**src/rtl/llc_cmd_arbiter.sv**
```systemverilog
// Command sequencer in front of the LLC: CPU holding register plus snoop FIFO,
// snoop-priority arbitration with a CPU anti-starvation streak limit.
// Optional grant/drop counters are enabled by defining LLC_ARB_STATS_EN.
module llc_cmd_arbiter #(
    parameter int CMDSIZE       = 4,
    parameter int ADDR_BITS     = 32,
    parameter int SNP_DEPTH     = 4,
    parameter int MAX_SNP_BURST = 3
) (
    input  logic                 clk,
    input  logic                 rst_n,
    input  logic                 cpu_valid,
    output logic                 cpu_ready,
    input  logic [CMDSIZE-1:0]   cpu_cmd,
    input  logic [ADDR_BITS-1:0] cpu_addr,
    input  logic                 snp_valid,
    output logic                 snp_ready,
    input  logic [CMDSIZE-1:0]   snp_cmd,
    input  logic [ADDR_BITS-1:0] snp_addr,
    output logic [CMDSIZE-1:0]   llc_command,
    output logic [ADDR_BITS-1:0] llc_address,
    output logic                 llc_eof,
    input  logic                 llc_done,
    output logic                 grant_src,
    output logic                 busy,
    output logic                 snp_full,
`ifdef LLC_ARB_STATS_EN
    output logic [31:0]          cpu_grants,
    output logic [31:0]          snp_grants,
    output logic [31:0]          drop_count,
`endif
    output logic                 cmd_err
);

    localparam int PTR_W  = $clog2(SNP_DEPTH);
    localparam int CNT_W  = $clog2(SNP_DEPTH + 1);
    localparam int STRK_W = $clog2(MAX_SNP_BURST + 1);
    localparam int ENT_W  = CMDSIZE + ADDR_BITS;

    typedef enum logic [1:0] {S_IDLE, S_ISSUE, S_WAIT} state_t;

    function automatic logic cpu_legal(input logic [CMDSIZE-1:0] c);
        return (c == CMDSIZE'(0)) || (c == CMDSIZE'(1)) || (c == CMDSIZE'(2)) ||
               (c == CMDSIZE'(8)) || (c == CMDSIZE'(9));
    endfunction

    function automatic logic snp_legal(input logic [CMDSIZE-1:0] c);
        return (c == CMDSIZE'(3)) || (c == CMDSIZE'(4)) || (c == CMDSIZE'(5)) ||
               (c == CMDSIZE'(6));
    endfunction

    state_t                state_q, state_d;
    logic [CMDSIZE-1:0]    cmd_q, cmd_d;
    logic [ADDR_BITS-1:0]  addr_q, addr_d;
    logic                  src_q, src_d;
    logic [STRK_W-1:0]     streak_q, streak_d;
    logic                  cpu_vld_q, cpu_vld_d;
    logic [CMDSIZE-1:0]    cpu_cmd_q, cpu_cmd_d;
    logic [ADDR_BITS-1:0]  cpu_addr_q, cpu_addr_d;
    logic [PTR_W-1:0]      wr_ptr_q, wr_ptr_d, rd_ptr_q, rd_ptr_d;
    logic [CNT_W-1:0]      count_q, count_d;
    logic                  err_q, err_d;
    logic [ENT_W-1:0]      fifo_mem_q [SNP_DEPTH];

    logic cpu_acc, snp_acc, cpu_drop, snp_drop, snp_push, snp_pop;
    logic fifo_empty, cpu_is_clear, grant_cpu, grant_snp;

    assign snp_full   = (count_q == CNT_W'(SNP_DEPTH));
    assign snp_ready  = !snp_full;
    assign cpu_ready  = !cpu_vld_q;
    assign fifo_empty = (count_q == '0);

    assign cpu_acc  = cpu_valid && cpu_ready;
    assign snp_acc  = snp_valid && snp_ready;
    assign cpu_drop = cpu_acc && !cpu_legal(cpu_cmd);
    assign snp_drop = snp_acc && !snp_legal(snp_cmd);
    assign snp_push = snp_acc && !snp_drop;

    // Clear/print (8, 9) must wait for a drained FIFO; the streak cannot force them.
    assign cpu_is_clear = (cpu_cmd_q == CMDSIZE'(8)) || (cpu_cmd_q == CMDSIZE'(9));
    assign grant_cpu = (state_q == S_IDLE) && cpu_vld_q &&
                       (fifo_empty || (!cpu_is_clear && streak_q == STRK_W'(MAX_SNP_BURST)));
    assign grant_snp = (state_q == S_IDLE) && !fifo_empty && !grant_cpu;
    assign snp_pop   = grant_snp;

    always_comb begin
        // NOTE: every comb output gets a default first so no path can infer a latch.
        state_d    = state_q;
        cmd_d      = cmd_q;
        addr_d     = addr_q;
        src_d      = src_q;
        streak_d   = cpu_vld_q ? streak_q : '0;
        cpu_vld_d  = cpu_vld_q;
        cpu_cmd_d  = cpu_cmd_q;
        cpu_addr_d = cpu_addr_q;
        wr_ptr_d   = snp_push ? wr_ptr_q + PTR_W'(1) : wr_ptr_q;
        rd_ptr_d   = snp_pop  ? rd_ptr_q + PTR_W'(1) : rd_ptr_q;
        count_d    = count_q + CNT_W'(snp_push) - CNT_W'(snp_pop);
        err_d      = cpu_drop || snp_drop;

        if (cpu_acc && !cpu_drop) begin
            cpu_vld_d  = 1'b1;
            cpu_cmd_d  = cpu_cmd;
            cpu_addr_d = cpu_addr;
        end

        case (state_q)
            S_IDLE: begin
                if (grant_cpu) begin
                    state_d   = S_ISSUE;
                    cmd_d     = cpu_cmd_q;
                    addr_d    = cpu_addr_q;
                    src_d     = 1'b0;
                    cpu_vld_d = 1'b0;
                    streak_d  = '0;
                end else if (grant_snp) begin
                    state_d = S_ISSUE;
                    {cmd_d, addr_d} = fifo_mem_q[rd_ptr_q];
                    src_d   = 1'b1;
                    if (cpu_vld_q && streak_q != STRK_W'(MAX_SNP_BURST))
                        streak_d = streak_q + STRK_W'(1);
                end
            end
            S_ISSUE: state_d = S_WAIT;
            S_WAIT:  if (llc_done) state_d = S_IDLE;
            default: state_d = S_IDLE;
        endcase
    end

    // NOTE: state uses non-blocking assignments so every flop samples pre-edge values.
    always_ff @(posedge clk or negedge rst_n) begin
        if (!rst_n) begin
            state_q    <= S_IDLE;
            cmd_q      <= '0;
            addr_q     <= '0;
            src_q      <= 1'b0;
            streak_q   <= '0;
            cpu_vld_q  <= 1'b0;
            cpu_cmd_q  <= '0;
            cpu_addr_q <= '0;
            wr_ptr_q   <= '0;
            rd_ptr_q   <= '0;
            count_q    <= '0;
            err_q      <= 1'b0;
        end else begin
            state_q    <= state_d;
            cmd_q      <= cmd_d;
            addr_q     <= addr_d;
            src_q      <= src_d;
            streak_q   <= streak_d;
            cpu_vld_q  <= cpu_vld_d;
            cpu_cmd_q  <= cpu_cmd_d;
            cpu_addr_q <= cpu_addr_d;
            wr_ptr_q   <= wr_ptr_d;
            rd_ptr_q   <= rd_ptr_d;
            count_q    <= count_d;
            err_q      <= err_d;
        end
    end

    // NOTE: FIFO storage is not reset; the count and pointers alone define validity.
    always_ff @(posedge clk) begin
        if (snp_push) fifo_mem_q[wr_ptr_q] <= {snp_cmd, snp_addr};
    end

`ifdef LLC_ARB_STATS_EN
    logic [31:0] cpu_grants_q, cpu_grants_d, snp_grants_q, snp_grants_d;
    logic [31:0] drop_count_q, drop_count_d;

    always_comb begin
        cpu_grants_d = cpu_grants_q + 32'(grant_cpu);
        snp_grants_d = snp_grants_q + 32'(grant_snp);
        drop_count_d = drop_count_q + 32'(cpu_drop) + 32'(snp_drop);
    end

    always_ff @(posedge clk or negedge rst_n) begin
        if (!rst_n) begin
            cpu_grants_q <= '0;
            snp_grants_q <= '0;
            drop_count_q <= '0;
        end else begin
            cpu_grants_q <= cpu_grants_d;
            snp_grants_q <= snp_grants_d;
            drop_count_q <= drop_count_d;
        end
    end

    assign cpu_grants = cpu_grants_q;
    assign snp_grants = snp_grants_q;
    assign drop_count = drop_count_q;
`endif

    assign llc_command = cmd_q;
    assign llc_address = addr_q;
    assign grant_src   = src_q;
    assign llc_eof     = (state_q == S_ISSUE);
    assign busy        = (state_q != S_IDLE);
    assign cmd_err     = err_q;

endmodule

```
**config.mk**
```make
export PLATFORM = sky130hd
export DESIGN_NAME = llc_cmd_arbiter
export DESIGN_NICKNAME = d
export VERILOG_FILES = /design/src/rtl/llc_cmd_arbiter.sv
export SDC_FILE = /design/constraint.sdc
export NUM_CORES = 1
export LEC_CHECK = 0
export BUFFER_PORTS_ARGS = -buffer_cell sky130_fd_sc_hd__buf_2
export CELL_PAD_IN_SITES_DETAIL_PLACEMENT = 0
export CELL_PAD_IN_SITES_GLOBAL_PLACEMENT = 1
export CORE_MARGIN = 2
export CORE_UTILIZATION = 51
export CTS_BUF_LIST = sky130_fd_sc_hd__clkbuf_2 sky130_fd_sc_hd__clkbuf_4 sky130_fd_sc_hd__clkbuf_8
export DETAILED_ROUTE_END_ITERATION = 6
export GPL_TIMING_DRIVEN = 0
export PLACE_DENSITY = 0.9
export RECOVER_POWER = 25
export SYNTH_ARGS = -nofsm -noshare
export SYNTH_HDL_FRONTEND = slang
export SYNTH_SLANG_ARGS = --single-unit
```
**constraint.sdc**
```tcl
create_clock -name clk -period 3 [get_ports clk]
set_input_delay 0.3 -clock clk [delete_from_list [all_inputs] [get_ports clk]]
set_output_delay 0.3 -clock clk [all_outputs]
set_load 0.01 [all_outputs]
```
Yosys cells after proc, flatten, opt, wreduce, memory -nomap -nowiden
Memory sizes are Yosys's and may differ from the RTL's. Cells that the tools add are included.

Add/subtract/negate cells: 5. Equal/unequal tests: 17. Multiplexer cells: 20. Reductions and logical operators: 38.

Operator list (count): 32-bit two-way mux (2); 4-bit equality test (second input constant) (4); 2-bit two-way mux (8); 4-bit by 3-bit equality test with 1-bit output (second input constant) (3); 1-bit logical AND (12); 1-bit logical OR (10); 1-bit zero test (9); 4-bit by 2-bit equality test with 1-bit output (second input constant) (2); 4-bit two-way mux (2); 1-bit two-way mux (7); 2-bit by 1-bit adder with 2-bit output (second input constant) (3); 2-bit case mux with 3 select lines (1); 2-bit equality test (second input constant) (2); 4-bit by 1-bit equality test with 1-bit output (second input constant) (1); 4-bit zero test (1); 2-bit != test (second input constant) (2); 2-bit AND reduction (2); 2-bit nonzero test (2); 3-bit by 1-bit adder with 3-bit output (1); 3-bit equality test (second input constant) (1); 3-bit zero test (1); 3-bit != test (second input constant) (1); 3-bit by 1-bit subtractor with 3-bit output (1); 2-bit by 1-bit equality test with 1-bit output (second input constant) (1); 2-bit zero test (1).

Register bits after elaboration: 86. RAM bits: 144. Output and inout bits: 43. Logic and storage cells: 93. Memories: 1.

Memories: fifo_mem_q (words 4, bits a word 36, rd ports 1, clocked after Yosys merged registers in 0, write ports 1, RTL line 63) `logic [ENT_W-1:0] fifo_mem_q [SNP_DEPTH];`.

Longest topological paths before layout
Depth in word-level cells: 12. Gate-level depth with buffers: 12. Depth with buffers taken out: 10.

Worst setup path after synthesis
Ideal clock, no wire load.

Kind: reg-to-reg. Start: register cpu_cmd_q[1]. End: register count_q[2]. Library setup time: 0.123 ns. Arrival time: 2.373 ns. Required time: 2.877 ns. Setup slack: 0.504 ns. Cell stages (with the launch flop): 12. Path buffers: 2. Clock period less this slack: 2.496 ns. Cells stage by stage: dfrtp_1 -> or3b_1 -> a311o_1 -> inv_2 -> buf_6 -> buf_6 -> ha_1 -> inv_1 -> ha_1 -> fa_1 -> xnor2_1 -> xnor2_1.

Word-level cells in the longest chain between the ends: 9. Elaborated cells between the ends (all ways): 10. Classes of those cells: 1 x add/sub; 2 x eq/ne; 7 x reduce/logical.

Ends and longest elaborated chain: start: declaration (RTL line 58) `logic [CMDSIZE-1:0] cpu_cmd_q, cpu_cmd_d;`; start signal: assignment (RTL line 152) `cpu_cmd_q <= cpu_cmd_d;`; 4-bit equality test (RTL line 80) `assign cpu_is_clear = (cpu_cmd_q == CMDSIZE'(8)) || (cpu_cmd_q == CMDSIZE'(9));`; 1-bit logical OR * (RTL line 80); 1-bit zero test * (RTL line 82) `(fifo_empty || (!cpu_is_clear && streak_q == STRK_W'(MAX_SNP_BURST)));`; 1-bit logical AND * (RTL line 82); 1-bit logical OR * (RTL line 82); 1-bit logical AND * (RTL line 81) `assign grant_cpu = (state_q == S_IDLE) && cpu_vld_q &&`; 1-bit zero test * (RTL line 83) `assign grant_snp = (state_q == S_IDLE) && !fifo_empty && !grant_cpu;`; 1-bit logical AND * (RTL line 83); 3-bit by 1-bit subtractor with 3-bit output * (RTL line 98) `count_d = count_q + CNT_W'(snp_push) - CNT_W'(snp_pop);`; via count_d[2] (RTL line 61) `logic [CNT_W-1:0] count_q, count_d;`; end signal: assignment (RTL line 156) `count_q <= count_d;`; end: declaration (RTL line 61).

Mark *: on every way through the listed nets, which the timed path passes. The rest lies on a longest branch. A chain may end at the register's enable or synchronous reset.

Worst setup path in the final report
Start: register cpu_cmd_q[2]. End: register count_q[2].

The elaborated chain is that of the path after synthesis.

==> impl_metrics.py <==
metrics = {
    "place": {
        "dp.cells": 812,
        "gp_congestion": 0.7406,
        "pre_cts_slack_ps": 160.4,
        "io_buffers": 119,
        "post-dp-hpwl_um": 12130,
    },
    "detailed_routing": {
        "ant_nets": 0,
        "vias": 5055,
        "wl_per_cell_um": 20.48,
        "dr.pass1.iters": 4,
        "routed_wl_um": 19000,
        "drt_iter0_drc": 330,
        "drc": 0,
        "drt-vias-per-instance": 5.447,
    },
    "timing": {
        "final.setup.tns_ps": 0,
        "skew_ps": 15.03,
        "clock.fmax_mhz": 348.3,
        "worst_pin_slew_ps": 1294,
        "rsz0062_at_grt": "false",
        "setup_ws_ps": 128.8,
        "finalCritPeriodShare_pct": 95.71,
        "setup_viol": 0,
        "drv_slew": 0,
        "finalHoldViolations": 0,
        "post-route-min-period_ps": 2871,
        "slew_headroom_pct": 13.27,
    },
    "global_routing": {
        "antenna_found_initial": 0,
        "use_met1_pct": 27.30,
        "grt.total_usage_pct": 21.09,
        "grt_pass1_wl_um": 29010,
        "gr-max-usage-layer": "met2",
        "grt_pass1_vias": 5394,
        "grt-ovfl-total": 0,
        "grt_max_degree": 51,
        "use_met3_pct": 4.527,
        "grtUsageMet2_pct": 35.80,
    },
    "logic_synthesis": {
        "syn_area_um2": 8846,
        "synth_edf_count": 144,
        "synth_area_per_cell_um2": 19.11,
        "synth_nets": 548,
        "ys_seq_area_share_pct": 73.21,
        "yosys_warnings": 0,
        "ys_ff_latch": 230,
        "synth-main-ff-cell": "edfxtp_1",
        "synth.distinct_cells": 36,
        "synth-async-reset-ratio_pct": 37.39,
        "syn_inst": 463,
    },
    "setup_path": {
        "cp_max_fo": 10,
        "required_ps": 3440,
        "cp_slowest_cell": "a311o_1",
        "slowest_delay_ps": 460,
        "cp-start-kind": "register",
        "crit_arrival_ps": 3310,
        "cp-end-kind": "register",
        "path_class": "register to register",
        "crit_chain": "or3b_1 > a311o_1 > inv_2 > buf_6 > buf_6 > ha_1 > inv_1 > ha_1 > fa_1 > xnor2_1 > xnor2_1",
        "reg2reg_depth": 11,
    },
    "pwr": {
        "finalPower_w": 0.01031,
        "vdd_drop_max_v": 0.0005706,
        "leakage_nw": 4.302,
        "power_per_cell_area_nw_per_um2": 931.4,
    },
    "worst_hold_path": {
        "min_path_cells": 2,
        "hp-class": "primary input to register",
    },
    "layout": {
        "finalCoreUtilization_pct": 64.66,
        "layout-area-overhead-vs-synth_pct": 25.12,
        "drive_gt1_share_pct": 34.85,
        "diodes": 0,
        "n_fill_cell": 1182,
        "stdcell_count": 928,
        "num-nets-final": 760,
    },
    "floorplanning": {
        "io_pins": 120,
        "core_um2": 17120,
        "die-width_um": 135.7,
        "die_y_um": 135.7,
        "dieArea_um2": 18410,
        "initial_core_util_pct": 51.68,
        "rows": 48,
    },
    "clock_network": {
        "clkSlewWorstSetupHoldPaths_ps": 60,
        "clockBufferDepth": 3,
        "cts_buffers": 37,
        "cts_tree": "yes",
        "clkSinkCount": 230,
        "clockRootBuffer": "clkbuf_8",
        "cts_setup_buffers": 0,
        "cts_max_level": 2,
        "clock_latency_ps": 520,
    },
    "run_status": {
        "outcome": "completed",
    },
    "job": {
        "maxCapViolations": 0,
    },
}
-- layer usage --
layer | part of all wire, % | wire length (um)
met1 | 41 | 7713
met2 | 52 | 9940
met3 | 5.2 | 994
met4 | 1.9 | 353
met5 | 0 | 0
-- placed cells by master (no fill, tap or decap), types with 4 or more instances in the layout --
cell | Yosys | routed
buf_16 | 0 | 5
inv_1 | 9 | 9
a221o_1 | 36 | 36
mux2_2 | 32 | 32
clkbuf_4 | 0 | 13
buf_4 | 3 | 4
mux4_2 | 36 | 36
xnor2_1 | 5 | 5
clkinv_1 | 0 | 7
nor2_1 | 5 | 5
nand2_1 | 7 | 7
and2_0 | 5 | 5
clkbuf_8 | 0 | 41
mux2_1 | 4 | 4
clkinv_2 | 0 | 4
edfxtp_1 | 144 | 144
ha_1 | 7 | 7
dfrtp_1 | 86 | 86
and2_1 | 36 | 32
buf_2 | 12 | 96
clkbuf_1 | 7 | 40
and2_2 | 0 | 4
dlygate4sd3_1 | 0 | 50
-- flip-flops by register name (all words and copies together) (netlist names) --
| name | cells |
|---|---|
| cpu_cmd_q | 4 |
| rd_ptr_q | 2 |
| cpu_addr_q | 32 |
| fifo_mem_q | 144 |
| state_q | 2 |
| streak_q | 2 |
| count_q | 3 |
| llc_address | 32 |
| cpu_vld_q | 1 |
| cmd_err | 1 |
| llc_command | 4 |
| wr_ptr_q | 2 |
| grant_src | 1 |
-- worst paths after layout --
path | slack [ps] | to | from
worst max-delay path | 130 | count_q[2] | cpu_cmd_q[2]
worst min-delay path | 20 | cpu_addr_q[10] | cpu_addr[10]
worst max register to register | 130 | count_q[2] | cpu_cmd_q[2]
worst min register to register | 490 | grant_src | grant_src
max in group asynchronous | 2090 | llc_address[30] | rst_n
min in group asynchronous | 290 | llc_address[11] | rst_n
-- kinds of logic (layout without fill, tap and decap cells) --
logic type	count (synthesis)	count (layout)	synth area share, %
AO/OA/AOI/OAI	47	47	4.908
AND/OR/NAND/NOR	67	67	4.512
adder cells (fa/ha/maj)	8	8	1.216
buffers and inverters	34	274	1.909
flip-flops	230	230	73.21
multiplexers	72	72	13.75
XOR/XNOR	5	5	0.4950
-- Yosys cell counts, types with 4 or more instances --
cell type,number,area (um^2)
edfxtp_1,144,4324
dfrtp_1,86,2152
a221o_1,36,360.4
and2_1,36,225.2
mux4_2,36,810.8
mux2_2,32,360.4
buf_2,12,60.06
inv_1,9,33.78
clkbuf_1,7,26.28
ha_1,7,87.58
nand2_1,7,26.28
and2_0,5,31.28
nor2_1,5,18.77
xnor2_1,5,43.79
mux2_1,4,45.04
-- worst max-delay path, delay by kind of cell (launching register included) --
family	cells	cell delay [ps]
xor+xnor	2	370
fa+ha+maj	3	710
compound gates	1	460
flops	1	400
buf+inv	4	460
simple gates	1	380
-- metrics by stage --
stage	area, um^2	hold WS, ps
after floorplan	8846	4.409
after global placement	9723	468.2
after detailed placement	9868	299.8
after CTS	11050	0.1599
after global routing	11070	1.537
final	11070	15.91
-- area by class of cell --
| type | instances | area, um^2 | area share (%) |
|---|---|---|---|
| Buffer | 23 | 127.6 | 1.153 |
| Clock buffer | 54 | 661.9 | 5.980 |
| Clock inverter | 13 | 83.83 | 0.7574 |
| Inverter | 10 | 37.54 | 0.3391 |
| Multi-Input combinational cell | 199 | 2206 | 19.93 |
| Sequential cell | 230 | 6476 | 58.51 |
| Tap cell | 225 | 281.5 | 2.544 |
| Timing Repair Buffer | 174 | 1194 | 10.78 |
-- power by group --
part           total (W)  internal (W)  switching, W
Clock            0.00266       0.00150       0.00116
Combinational    0.00318       0.00163       0.00155
Sequential       0.00446       0.00408      0.000387
Total             0.0103       0.00721       0.00310
-- repair_timing --
| action | CTS | global route |
|---|---|---|
| endpoints found under the setup margin | 0 | 1 |
| hold buffers | 44 | 6 |
| endpoints found under the hold margin | 173 | 7 |
| resized for setup | 0 | 0 |
No activity file was read; power rests on OpenSTA's default activity.
